==> src/rtl/word_serializer_16.sv <==
// Word serializer front-end for the 16:1 inverted-index bit mux.
// Holds an accepted word and steps sel 0..15 so the mux emits it MSB-first.
module word_serializer_16 #(
  parameter int unsigned CLKS_PER_BIT = 1
) (
  input  logic        clk,
  input  logic        reset,
  input  logic        in_valid,
  output logic        in_ready,
  input  logic [15:0] in_data,
  input  logic        abort,
  output logic [15:0] word,
  output logic [3:0]  sel,
  output logic        bit_valid,
  output logic        bit_strobe,
  output logic        bit_last,
  output logic        busy,
  output logic        done
);

  if (CLKS_PER_BIT < 1 || CLKS_PER_BIT > 256) begin : g_bad_clks_per_bit
    $error("word_serializer_16: CLKS_PER_BIT must be in 1..256");
  end

  localparam logic [7:0] DIV_MAX = 8'(CLKS_PER_BIT - 1);

  typedef enum logic {
    IDLE  = 1'b0,
    SHIFT = 1'b1
  } state_t;

  state_t      state_q, state_d;
  logic [15:0] word_q, word_d;
  logic [3:0]  sel_q, sel_d;
  logic [7:0]  div_q, div_d;
  logic        done_q, done_d;

  always_comb begin
    // NOTE: every next-state value gets a default first so no path leaves it unassigned (no latches).
    state_d = state_q;
    word_d  = word_q;
    sel_d   = sel_q;
    div_d   = div_q;
    done_d  = 1'b0;
    case (state_q)
      IDLE: begin
        if (in_valid) begin
          word_d  = in_data;
          sel_d   = 4'd0;
          div_d   = 8'd0;
          state_d = SHIFT;
        end
      end
      SHIFT: begin
        if (abort) begin
          // Cancelled word stays on word; only the sequencing is cleared.
          state_d = IDLE;
          sel_d   = 4'd0;
          div_d   = 8'd0;
        end else if (div_q < DIV_MAX) begin
          div_d = div_q + 8'd1;
        end else begin
          div_d = 8'd0;
          if (sel_q != 4'd15) begin
            sel_d = sel_q + 4'd1;
          end else begin
            state_d = IDLE;
            sel_d   = 4'd0;
            done_d  = 1'b1;
          end
        end
      end
      default: state_d = IDLE;
    endcase
  end

  always_ff @(posedge clk) begin
    // NOTE: sequential state uses non-blocking assignments so all registers update together.
    if (reset) begin
      state_q <= IDLE;
      word_q  <= 16'h0;
      sel_q   <= 4'd0;
      div_q   <= 8'd0;
      done_q  <= 1'b0;
    end else begin
      state_q <= state_d;
      word_q  <= word_d;
      sel_q   <= sel_d;
      div_q   <= div_d;
      done_q  <= done_d;
    end
  end

  assign in_ready   = (state_q == IDLE);
  assign busy       = (state_q == SHIFT);
  assign bit_valid  = (state_q == SHIFT);
  assign bit_strobe = (state_q == SHIFT) && (div_q == 8'd0);
  assign bit_last   = (state_q == SHIFT) && (sel_q == 4'd15);
  assign word       = word_q;
  assign sel        = sel_q;
  assign done       = done_q;

endmodule

==> config.mk <==
export PLATFORM = sky130hd
export DESIGN_NAME = word_serializer_16
export DESIGN_NICKNAME = d
export VERILOG_FILES = /design/src/rtl/word_serializer_16.sv
export SDC_FILE = /design/constraint.sdc
export NUM_CORES = 1
export LEC_CHECK = 0
export CAP_MARGIN = 20
export CORE_AREA = 2 2 54 56
export DETAILED_ROUTE_END_ITERATION = 10
export DIE_AREA = 0 0 56 58
export HOLD_SLACK_MARGIN = 0.02
export PLACE_DENSITY = 0.73
export SETUP_SLACK_MARGIN = 0.4
export SYNTH_ARGS = -nofsm -noshare
export SYNTH_HDL_FRONTEND = slang
export SYNTH_SLANG_ARGS = --single-unit
==> constraint.sdc <==
create_clock -name clk -period 1.1 [get_ports clk]
set_input_delay 0.22 -clock clk [delete_from_list [all_inputs] [get_ports clk]]
set_output_delay 0.22 -clock clk [all_outputs]
set_load 0.005 [all_outputs]
### Word-level counts from Yosys, hierarchy flattened

Index checks and enable logic that the tools add are counted.

| operators by class | value |
|---|---|
| $add $sub $neg | 2 |
| order comparisons | 1 |
| equal/unequal tests | 4 |
| mux-type cells | 15 |
| bitwise operators | 1 |
| reduce and logical (&&, ||, !) cells | 6 |

Operators by type and width:

| cell | number |
|---|---|
| two-way mux 8 bit | 3 |
| two-way mux 4 bit | 4 |
| case mux 8 bit (2 select lines) | 1 |
| adder 8 x 1 -> 8 bit (second input constant) | 1 |
| logical NOT 8 bit | 1 |
| < comparator 8 x 1 -> 1 bit (second input constant) | 1 |
| case mux 4 bit (2 select lines) | 1 |
| two-way mux 1 bit | 5 |
| adder 4 x 1 -> 4 bit (second input constant) | 1 |
| equality test 4 bit (second input constant) | 1 |
| inequality test 4 bit (second input constant) | 1 |
| AND reduction 2 bit | 2 |
| OR reduction 4 bit | 1 |
| inequality test 3 bit (second input constant) | 1 |
| logical AND 1 bit | 2 |
| inequality test 2 bit (second input constant) | 1 |
| case mux 1 bit (2 select lines) | 1 |
| NOT 1 bit | 1 |

| word-level totals | value |
|---|---|
| register bits after elaboration | 30 |
| input port bits | 20 |
| word-level logic and storage cells | 34 |

### Depth between registers and ports, before layout

| depth | value |
|---|---|
| depth in word-level cells | 5 |
| depth in mapped cells | 5 |
| gate-level depth less buffers | 4 |

### Least setup slack after synthesis

OpenSTA, ideal clock, no wires.

| timing path | value |
|---|---|
| kind | reg-to-reg |
| from | register state_q, in the netlist bit_valid |
| to | register state_q, in the netlist bit_valid |
| library setup time | 0.128 ns |
| arrival time | 0.970 ns |
| path slack | 0.003 ns |
| stages on the path, launching flop included | 6 |
| path buffers | 2 |
| clock period less this slack | 1.097 ns |
| cell sequence | dfxtp_1 -> nor2b_1 -> buf_2 -> buf_4 -> a21oi_1 -> nor2_1 |

| between the ends | value |
|---|---|
| word-level cells in the longest chain between the ends | 2 |

RTL lines:

| item | RTL line | source |
|---|---|---|
| from (decl) | 32 | `state_t state_q, state_d;` |
| from (signal assigned) | 86 | `state_q <= state_d;` |
| NOT 1 bit | -- |  |
| case mux 1 bit (2 select lines) * | 45 | `case (state_q)` |

Mark *: on every way between the ends. The rest lies on a longest branch, timed or not.
A chain may end at the register's enable or synchronous reset.

### Worst setup path in the final report

| timing path | value |
|---|---|
| from | register sel_q[0], in the netlist sel[0] |
| to | output port bit_last |

| between the ends | value |
|---|---|
| word-level cells in the longest chain between the ends | 2 |

RTL lines:

| item | RTL line | source |
|---|---|---|
| from (decl) | 34 | `logic [3:0] sel_q, sel_d;` |
| from (signal assigned) | 88 | `sel_q <= sel_d;` |
| equality test 4 bit | 98 | `assign bit_last = (state_q == SHIFT) && (sel_q == 4'd15);` |
| logical AND 1 bit | 98 |  |
| to (decl) | 16 | `output logic bit_last,` |

Every way passes these cells.

==> results.md <==
* Crit path arrival time at around 1.1 ns
* Ports at between 40 and 50
* RePlAce Congestion at 0.8008
* Layout net count at 198
* TritonCTS clock tree: done
* Final worst-path cycle share at 116.1%
* Synth-to-Final Area Change at 112.1%
* Simple-Gate Fraction of Synth Area at roughly 27%
* CP startpoint kind: register
* Worst hold start: in_data[15]
* Reg2Reg Setup Slack at -0.14 ns
* Initial Utilization at a little under a third
* Clock power frac at 21.5%
* Final std cells w/o fill at about 210
* Die H at 58 um
* Mean Syn Cell Area at ~8.1 um2
* Worst r2r dst: sel[3]
* DR iter-0 viols at 14
* Placed insts at about 190
* Flops & latches, synth at 22
* Routed vias at ~1000
* Compound-cell area share of the yosys netlist at a little over an eighth
* Main combinational cell family by area after synthesis: simple AND/OR/NAND/NOR gates
* Seq/Total Area, Yosys at 51.76%
* Routed Wire Length at ~3200 um
* Hold-fix buffers, CTS at 0
* Hold depth at 3
* # rows at 19
* CTS Sinks at 22
* Hold Path Sink: word[15]
* Pleak at between 0.7 and 0.8 nW
* Clk_lat worst skew at around 0.30 ns
* Vias in the first global route at between 900 and 1000
* Largest net degree at the start of global routing at 23
* Min Tclk post-route at approximately 1.3 ns
* Syn Nets at 126
* Setup slack after layout at -0.1766 ns
* Longest Clk Path Bufs at 2
* Fin. max-slew vios at 0
* Synthesized instance count at approximately 110
* P_sw at 0.4618 mW
* Mapped cell area at between 800 and 900 um2
* Synth unique cells at 20
* Hold/Removal Path Class: in -> reg
* Worst path required time at ~0.88 ns
* Buffers on Ports at 45
* Crit-path leading delay family: flip-flops
* Ant diodes at 0
* Failing checks: negative setup slack
* Status: finished with violations
* Critical path peak fanout at 2
* CP Class: reg -> out
* Crit path largest cell delay at about 0.38 ns
* CTS clock-pin slew for the worst setup and hold paths at around 0.12 ns
* Synth Area in Adders at between 1 and 1.5%
* Pint at 1.239 mW
* Wire per inst at 15.57 um
* Final hold vios at 0
* Yosys warning count at 0
* Core area at 0.002663 mm2
* Root Driver: clkbuf_4
* Sequential power share at between 50% and 60%
* XOR/XNOR share of the synthesized area at 0%
* Critical path's slowest cell: dfxtp_4
* PD cells at about 940 mW/mm2
* Initial DRT Pass Iterations at 4
* CTS buffer count at 3
* Unrepaired setup endpoints after global routing: yes
* R2R cell count at 5
* Layout Skew at 0.001676 ns
* CP Cell Sequence: ha_4 -> nand3_4 -> nor2_2 -> buf_2
* Area of the die at about 0.0032 mm2
* Detailed-route vias per instance at 5.063
* Initial antenna violation count at 0
* Die W at roughly 56 um
* # Max-Cap Violations at 0
* Aggregate global-route resource usage at between 10% and 20%
* Setup crit end kind: output pin
* Antenna viol nets, final at 0
* Slew @ Worst Pin at around 0.16 ns
* Max Freq at roughly 800 MHz
* First-pass GRT wire length at about 4500 um
* Combinational fraction of design power at roughly 28%
* Switching Share at between 20% and 30%
* Slew margin rel. at roughly nine tenths
* Final Setup Violations at 27
* Crit Reg-Reg Startpoint: bit_valid
* WP buf/inv at 1
* Max IR drop VDD at between 0.7 and 0.8 mV
* Final Core Density at between 60% and 70%
* Layout cells sized above 1 at between 70% and 80%
* Maximum level of the CTS H-tree at 1
* GRT overflow at 0
* DRC at 0
* Dpl hpwl at ~1700 um
* Post-synthesis mux area share at 0%
==> worst max path at each step <==
stage	start	end	cells past startpoint
detailed placement	abort	sel[3]	4
CTS	sel[0]	bit_last	4
global placement	sel[1]	bit_last	4
finish	sel[0]	bit_last	4
floorplan	bit_valid	word[0]	5
global route	sel[0]	bit_last	4
==> cell usage after synthesis <==
cell      count  area, um2
nand2b_1      2      12.51
buf_2         1      5.000
o21ai_0       1      5.000
nor2b_1       2      12.51
inv_1         1      3.750
nor3b_1       1      7.510
nand3b_1      4      30.03
nand3_1       2      10.01
nor3_1        1      5.000
nand4_1       1      6.260
buf_4         4      30.03
or3_1         1      6.260
ha_1          1      12.51
dfxtp_1      22      440.4
a31oi_1       1      6.260
nor2_1        3      11.26
nand2_1      34      127.6
buf_6         1      11.26
a21oi_1      20      100.1
clkbuf_1      2      7.510
==> timing repair <==
action / CTS / global route
buffers inserted: 7 / 6
hold endpoints to repair: 0 / 0
gates resized for setup: 168 / 32
cloned: 3 / 0
pin swaps: 24 / 11
setup endpoints to repair: 48 / 48
==> logic make-up (layout without fill, tap and decap cells) <==
logic type	count (synthesis)	in the layout
simple gates	51	52
fa+ha+maj	1	1
flops	22	22
compound gates	22	22
buf+inv	9	79
==> power groups by stage <==
stage               clock [mW]  sequential [mW]  combinational [mW]
finish                   0.366            0.864               0.471
global route             0.419            0.868               0.500
CTS                      0.378            0.859               0.384
detailed placement           0            0.871               0.320
global placement             0            0.870               0.313
floorplan                    0            0.877               0.121
==> routing by layer <==
layer	vias up	wire length, um	global-route usage, %
met1	506	1211	19.72
li1	490	-	-
met4	0	88	7.823
met3	10	168	2.902
met2	42	1754	33.11
met5	-	0	0
==> placed cells by master (no fill, tap or decap), types with 2 or more instances in the layout <==
cell type        instances
buf_6                   23
buf_4                   15
dfxtp_4                  3
a21oi_1                  3
nand2_4                  3
nand3b_1                 4
buf_8                    2
nand2_1                 14
clkbuf_4                 3
dfxtp_2                 18
nand2b_4                 3
nor2b_4                  2
a21oi_2                 17
clkdlybuf4s50_1         19
buf_2                   14
nand2_2                 17
==> registers in the layout (all words and copies together) (netlist names) <==
| register | count |
|---|---|
| word | 16 |
| done | 1 |
| bit_valid | 1 |
| sel | 4 |
==> tightest hold or removal path, cell delays in order <==
cell	delay (ns)
clkdlybuf4s50_1	0.41
nand2_1	0.06
a21oi_1	0.05
==> per-stage QoR <==
stage	total power [mW]	setup WS, ns	hold slack [ns]	setup TNS, ns	instance area, um2
2_1_floorplan	0.9989	0.1474	0.2894	0	919.6
3_3_place_gp	1.183	-0.2683	0.4443	-4.736	1463
3_5_place_dp	1.191	-0.2957	0.4504	-5.201	1463
4_1_cts	1.622	-0.1897	0.4427	-1.737	1632
5_1_grt	1.787	-0.2261	0.4506	-3.719	1804
6_report	1.701	-0.1766	0.4684	-2.379	1804
==> area by class of cell <==
cell class	instances	area [um2]
timing repair buffer	74	681.9
sequential	22	474.2
inverter	1	6.256
clock inverter	1	3.754
fill	213	858.3
tap	31	38.79
multi-input combinational	75	576.8
clock buffer	3	22.52
Power figures use the tool's default switching activity.
